## src/rtl/instruction_loader.sv

```systemverilog
// Instruction-memory load port: assembles UART bytes (MSB first) into 32-bit words,
// writes them sequentially from address 0 and holds the PC until the terminator word.
module instruction_loader #(
    parameter int          ADDR_W   = 10,
    parameter logic [31:0] END_WORD = 32'hFFFF_FFFF,
    parameter int          TIMEOUT  = 100000
) (
    input  logic              clk,
    input  logic              rst,
    input  logic              load_start,
    input  logic [7:0]        rx_data,
    input  logic              rx_done,
    output logic              wr_instruction,
    output logic [31:0]       data_instruction,
    output logic [ADDR_W-1:0] wr_address,
    output logic              stopPC_debug,
    output logic              load_done,
    output logic              load_error,
    output logic [ADDR_W:0]   word_count
);

    localparam int            TMO_W   = $clog2(TIMEOUT + 1);
    localparam logic [ADDR_W:0] DEPTH = {1'b1, {ADDR_W{1'b0}}};
    localparam logic [TMO_W-1:0] TMO_LAST = TMO_W'(TIMEOUT - 1);

    typedef enum logic [2:0] {
        IDLE,
        RECV,
        WRITE,
        DONE,
        ERROR
    } state_t;

    state_t              state_q, state_d;
    logic [31:0]         asm_q, asm_d;
    logic [31:0]         data_q, data_d;
    logic [1:0]          byte_idx_q, byte_idx_d;
    logic [TMO_W-1:0]    tmo_q, tmo_d;
    logic [ADDR_W-1:0]   addr_q, addr_d;
    logic [ADDR_W:0]     word_cnt_q, word_cnt_d;
    logic [ADDR_W:0]     word_cnt_inc;
    logic [31:0]         asm_shift;

    always_ff @(posedge clk or negedge rst) begin
        if (!rst) begin
            state_q    <= IDLE;
            asm_q      <= '0;
            data_q     <= '0;
            byte_idx_q <= '0;
            tmo_q      <= '0;
            addr_q     <= '0;
            word_cnt_q <= '0;
        end else begin
            state_q    <= state_d;
            asm_q      <= asm_d;
            data_q     <= data_d;
            byte_idx_q <= byte_idx_d;
            tmo_q      <= tmo_d;
            addr_q     <= addr_d;
            word_cnt_q <= word_cnt_d;
        end
    end

    always_comb begin
        state_d      = state_q;
        asm_d        = asm_q;
        data_d       = data_q;
        byte_idx_d   = byte_idx_q;
        tmo_d        = tmo_q;
        addr_d       = addr_q;
        word_cnt_d   = word_cnt_q;
        word_cnt_inc = word_cnt_q + 1'b1;
        asm_shift    = {asm_q[23:0], rx_data};

        case (state_q)
            IDLE, DONE, ERROR: begin
                // a byte arriving together with load_start is dropped
                if (load_start) begin
                    state_d    = RECV;
                    byte_idx_d = '0;
                    tmo_d      = '0;
                    addr_d     = '0;
                    word_cnt_d = '0;
                end
            end
            RECV: begin
                if (rx_done) begin
                    asm_d = asm_shift;
                    tmo_d = '0;
                    if (byte_idx_q == 2'd3) begin
                        data_d     = asm_shift;
                        byte_idx_d = '0;
                        state_d    = WRITE;
                    end else begin
                        byte_idx_d = byte_idx_q + 1'b1;
                    end
                end else if (byte_idx_q != 2'd0) begin
                    if (tmo_q == TMO_LAST) begin
                        state_d    = ERROR;
                        byte_idx_d = '0;
                        tmo_d      = '0;
                    end else begin
                        tmo_d = tmo_q + 1'b1;
                    end
                end
            end
            WRITE: begin
                word_cnt_d = word_cnt_inc;
                tmo_d      = '0;
                // a byte landing on the write cycle starts the next word
                if (rx_done) begin
                    asm_d      = asm_shift;
                    byte_idx_d = 2'd1;
                end
                if (data_q == END_WORD) begin
                    state_d    = DONE;
                    byte_idx_d = '0;
                end else if (word_cnt_inc == DEPTH) begin
                    state_d    = ERROR;
                    byte_idx_d = '0;
                end else begin
                    addr_d  = addr_q + 1'b1;
                    state_d = RECV;
                end
            end
            default: state_d = IDLE;
        endcase
    end

    assign wr_instruction   = (state_q == WRITE);
    assign data_instruction = data_q;
    assign wr_address       = addr_q;
    assign stopPC_debug     = (state_q == RECV) || (state_q == WRITE);
    assign load_done        = (state_q == DONE);
    assign load_error       = (state_q == ERROR);
    assign word_count       = word_cnt_q;

endmodule

```

## config.mk

```make
export PLATFORM = sky130hd
export DESIGN_NAME = instruction_loader
export DESIGN_NICKNAME = d
export VERILOG_FILES = /design/src/rtl/instruction_loader.sv
export SDC_FILE = /design/constraint.sdc
export NUM_CORES = 1
export LEC_CHECK = 0
export ABC_AREA = 1
export CAP_MARGIN = 20
export CORE_MARGIN = 1.5
export CORE_UTILIZATION = 55
export DETAILED_ROUTE_END_ITERATION = 16
export PLACE_DENSITY = 0.77
export SLEW_MARGIN = 20
export SYNTH_ARGS = -nofsm -noshare
export SYNTH_HDL_FRONTEND = slang
export SYNTH_SLANG_ARGS = --single-unit
export TNS_END_PERCENT = 5
```

## constraint.sdc

```tcl
create_clock -name clk -period 1.95 [get_ports clk]
set_input_delay 0.585 -clock clk [delete_from_list [all_inputs] [get_ports clk]]
set_output_delay 0.585 -clock clk [all_outputs]
set_load 0.01 [all_outputs]
```

; ---- After elaboration in Yosys (flattened, before gate mapping)
; Index checks and enable logic that the tools add are counted.
[classes]
mux = 28
n_reduce_logical = 14
n_eq_ne = 15
addsub = 4
[ops]
columns = op, count
row1 = 2-to-1 mux 17 bit, 4
row2 = one-hot mux 17 bit (3 select lines), 1
row3 = equality test 32 bit (second input constant), 1
row4 = 2-to-1 mux 10 bit, 3
row5 = one-hot mux 11 bit (2 select lines), 1
row6 = 2-to-1 mux 3 bit, 7
row7 = one-hot mux 10 bit (2 select lines), 1
row8 = adder 17 x 1 -> 17 bit (second input constant), 1
row9 = equality test 17 bit (second input constant), 1
row10 = 2-to-1 mux 2 bit, 8
row11 = adder 11 x 1 -> 11 bit (second input constant), 1
row12 = equality test 11 bit (second input constant), 1
row13 = 2-to-1 mux 11 bit, 1
row14 = adder 10 x 1 -> 10 bit (second input constant), 1
row15 = != test 3 bit (second input constant), 3
row16 = one-hot mux 3 bit (3 select lines), 1
row17 = AND reduction 4 bit, 2
row18 = equality test 3 x 2 -> 1 bit (second input constant), 2
row19 = != test 2 bit (second input constant), 3
row20 = one-hot mux 2 bit (3 select lines), 1
row21 = AND reduction 3 bit, 2
row22 = AND reduction 5 bit, 1
row23 = != test 4 x 2 -> 1 bit (second input constant), 1
row24 = AND reduction 2 bit, 2
row25 = 10 further kinds, 11
[totals]
reg_bits = 99
inputBits = 12
wordCells = 68

; ---- Depth between registers and ports, before layout
[depth]
depth_word = 5
mapped_depth = 14

; ---- Least setup slack after synthesis
; No wires, ideal clock.
[synth_timing]
path_type = register to register
start = register word_cnt_q[1], in the netlist word_count[1]
end = register addr_q[2], in the netlist wr_address[2]
setup_time_ps = 118
t_arrival_ps = 1723
n_path_buf = 1
required_ps = 1832
setup_slack_ps = 109
stages_incl_launch_ff = 14
period_less_slack_ps = 1841
cell_sequence = dfrtp_1 -> ha_1 -> nand2_1 -> nand2_1 -> nand2_1 -> nor2_1 -> nand2_1 -> nor2_4 -> nand3_2 -> nand2_4 -> nand2_4 -> buf_6 -> nand2_1 -> o21ai_2
[synth_between]
elab_chain_len = 4
[synth_rtl]
columns = element, line
row1 = "start, declared", 40  ; logic [ADDR_W:0] word_cnt_q, word_cnt_d;
row2 = "start signal, assigned", 60  ; word_cnt_q <= word_cnt_d;
row3 = adder 11 x 1 -> 11 bit, 72  ; word_cnt_inc = word_cnt_q + 1'b1;
row4 = equality test 11 bit, 118  ; end else if (word_cnt_inc == DEPTH) begin
row5 = != test 2 bit (no line), -
row6 = AND reduction 4 bit (no line), -
row7 = "end signal, assigned", 59  ; addr_q <= addr_d;
row8 = "end, declared", 39  ; logic [ADDR_W-1:0] addr_q, addr_d;
; Every way passes these cells.
; A chain may end at the register's enable or synchronous reset.

; ---- Final worst setup path
[layout_timing]
start = register state_q[0]
end = output port stopPC_debug
[layout_between]
elab_chain_len = 2
[layout_rtl]
columns = element, line
row1 = "start, declared", 34  ; state_t state_q, state_d;
row2 = "start signal, assigned", 54  ; state_q <= state_d;
row3 = equality test 3 x 1 -> 1 bit / equality test 3 x 2 -> 1 bit (equally long branches), 133  ; assign stopPC_debug = (state_q == RECV) || (state_q == WRITE);
row4 = logical OR 1 bit *, 133
row5 = "end, declared", 16  ; output logic stopPC_debug,
; Every way passes the cells marked *; elsewhere a longest branch is shown, timed or not.

==> results.sh <==
export IMPL_coreArea_um2=8848
export IMPL_antenna_found_initial=0
export IMPL_drive_gt1_frac=0.1648
export IMPL_stdcell_count=824
export IMPL_fin_crit_sh=0.9834
export IMPL_finalHoldViolCount=0
export IMPL_crit_path_start="state_q[0]"
export IMPL_mostFrequentLayoutCells="nand2_1, dfrtp_1, inv_1"
export IMPL_final_common_cell="nand2_1"
export IMPL_critical_path_cell_chain="inv_2 -> nor3_4 -> inv_4 -> nand2_2 -> buf_6"
export IMPL_num_nets_final=729
export IMPL_start_util=0.5740
export IMPL_period_needed_ps=1918
export IMPL_area_growth_pct=26.71
export IMPL_ios=69
export IMPL_cts_root_buf="clkbuf_8"
export IMPL_placement_io_buffers=68
export IMPL_synth_top_family_by_area="simple AND/OR/NAND/NOR gates"
export IMPL_cts_tree="yes"
export IMPL_ys_ff_latch=99
export IMPL_synthAdderAreaFrac=0.01478
export IMPL_crit_path_max_fanout=3
export IMPL_slowest_delay_ps=450
export IMPL_via_per_inst=5.244
export IMPL_power_mw=7.359
export IMPL_synthMuxAreaShare=0.02365
export IMPL_cts_made_buffers=9
export IMPL_timing_hold_ws_ps=131.6
export IMPL_placed_area_um2=6108
export IMPL_status="finished, final reports clean"
export IMPL_dieArea_um2=9819
export IMPL_rsz0062_at_grt="true"
export IMPL_synthCells=607
export IMPL_power_leakage_nw=3.377
export IMPL_post_drt_wl_per_cell_um=13.80
export IMPL_antenna_cells=0
export IMPL_finalSetupViolations=0
export IMPL_routed_wl_um=11370
export IMPL_r2r_cells=11
export IMPL_crit_required_ps=1360
export IMPL_place_inst=805
export IMPL_max_slew_margin=0.7174
export IMPL_crit_slowest_cell="dfrtp_2"
export IMPL_final_area_um2=6435
export IMPL_setup_tns_final_ps=0
export IMPL_dp_hpwl_um=8362
export IMPL_crit_type="flop to output port"
export IMPL_peakVddDrop_mv=0.6021
export IMPL_grt_pass1_wl_um=19630
export IMPL_startpoint_type="flop"
export IMPL_fmax_mhz=521.5
export IMPL_max_cap_viol_count=0
export IMPL_grt_overflow_total=0
export IMPL_min_path_type="input port to asynchronous set/reset pin"
export IMPL_maxSlewViolCount=0
export IMPL_yosys_warnings=0
export IMPL_gr_usage_all_layers=0.2480
export IMPL_synth_xor_area_share=0.02759
export IMPL_rows=34
export IMPL_fin_skew_ps=11.78
export IMPL_worst_pin_slew_ps=420.0
export IMPL_cts_max_path_buffers=2
export IMPL_post_route_util=0.7272
export IMPL_cp_arrival_ps=1330
export IMPL_cts_sinks=99
export IMPL_r2r_start="state_q[0]"
export IMPL_cp_top_family="flip-flops"
export IMPL_clock_latency_ps=370
export IMPL_path_clk_slew_ps=110
export IMPL_syn_cell_area_um2=5079
export IMPL_die_y_um=99.09
export IMPL_vias=4321
export IMPL_drc=0
export IMPL_path_depth=5
export IMPL_worst_slack_ps=32.37
export IMPL_power_density_nw_per_um2=1144
export IMPL_grt_max_degree=49
export IMPL_yosysSeqAreaShare=0.4878
export IMPL_ant_nets=0
export IMPL_synth_fp_nets=625
export IMPL_dr_pass1_iters=5
export IMPL_routabilityCongestion=0.8961
export IMPL_ctsHtreeMaxLevel=3
export IMPL_synth_simple_area_share=0.2685
export IMPL_grt_pass1_vias=4267
export IMPL_critical_path_buf_inv_count=3
export IMPL_critPathCaptureType="output port"
export IMPL_yosysUniqueCellTypes=37
export IMPL_synth_compound_area_frac=0.09263
export IMPL_avgSynthCellArea_um2=8.367
export IMPL_fp_dieW_um=99.09
export IMPL_drt_iter0_drc=184
export IMPL_dp_slack_ps=-184.0
## synth_stat cells
| cell | n | area [µm²] |
|---|---|---|
| nor4_1 | 1 | 6.260 |
| dfrtp_1 | 99 | 2477 |
| ha_1 | 6 | 75.07 |
| xor2_1 | 13 | 113.9 |
| o31ai_1 | 1 | 7.510 |
| inv_1 | 67 | 251.5 |
| inv_4 | 1 | 6.260 |
| clkbuf_1 | 3 | 11.26 |
| mux2_4 | 8 | 120.1 |
| nor2_4 | 2 | 22.52 |
| nand3b_1 | 2 | 15.01 |
| nor2_8 | 1 | 20.02 |
| buf_6 | 10 | 112.6 |
| buf_2 | 1 | 5.000 |
| nand3_2 | 5 | 50.05 |
| a21oi_4 | 1 | 16.27 |
| o22ai_1 | 7 | 43.79 |
| o21ai_0 | 29 | 145.1 |
| nand3_1 | 34 | 170.2 |
| inv_2 | 8 | 30.03 |
| xnor2_1 | 3 | 26.28 |
| buf_4 | 2 | 15.01 |
| nor4_2 | 1 | 12.51 |
| nand2_1 | 167 | 626.9 |
| a21oi_2 | 1 | 8.760 |
| nor2_1 | 47 | 176.4 |
| nor3_2 | 1 | 10.01 |
| nor2_2 | 2 | 12.51 |
| nand2_4 | 2 | 22.52 |
| nor3_1 | 18 | 90.09 |
| o21ai_1 | 33 | 165.2 |
| a21oi_1 | 5 | 25.02 |
| nand4_1 | 11 | 68.82 |
| a21boi_1 | 2 | 15.01 |
| o21ai_2 | 5 | 43.79 |
| nor3_4 | 1 | 16.27 |
| nand2_2 | 7 | 43.79 |
## sequential cells by signal (all words and copies together), names as in the netlist
signal            count
data_instruction     32
asm_q                24
byte_idx_q            2
word_count           11
tmo_q                17
wr_address           10
state_q               3
## layout make-up
class,count,area (µm²)
clock buffer,9,123.9
clock inverter,7,82.58
fill,682,2414
inverter,76,287.8
multi-input combinational,416,2230
sequential,99,2484
tap,108,135.1
timing repair buffer,109,1092
## repair_timing
action / in CTS / in global routing
endpoints found under the setup margin: 19 / 40
hold buffers: 0 / 0
gates resized for setup: 33 / 39
pin swaps: 1 / 3
buffers inserted: 1 / 2
## worst paths after layout
kind                                 end  slack, ps
hold reg to reg                 asm_q[3]        490
setup / recovery            stopPC_debug         30
hold / removal             word_count[2]        130
max in group asynchronous     state_q[0]       1240
setup reg to reg               tmo_q[13]        130
min in group clk                asm_q[3]        490
## power by group
| part | internal [mW] | leakage, nW | switching (mW) | total, mW |
|---|---|---|---|---|
| Combinational | 1.40 | 1.94 | 1.61 | 3.01 |
| Clock | 0.515 | 0.101 | 0.823 | 1.34 |
| Sequential | 2.58 | 1.33 | 0.428 | 3.01 |
| Total | 4.50 | 3.38 | 2.86 | 7.36 |
## logic make-up (layout without fill, tap and decap cells)
| group | after synthesis | count (layout) |
|---|---|---|
| compound gates | 84 | 84 |
| xor+xnor | 16 | 16 |
| fa+ha+maj | 6 | 6 |
| buf+inv | 92 | 201 |
| flops | 99 | 99 |
| mux | 8 | 8 |
| simple gates | 302 | 302 |
## routing by layer
layer,track usage,share of wire,vias to the layer above
met4,0.08017,0.015,0
met1,0.3276,0.44,2042
met3,0.03935,0.042,17
li1,-,-,2168
met5,0,0,-
met2,0.4233,0.50,94
Note: power is estimated with default switching activity, not from simulation.
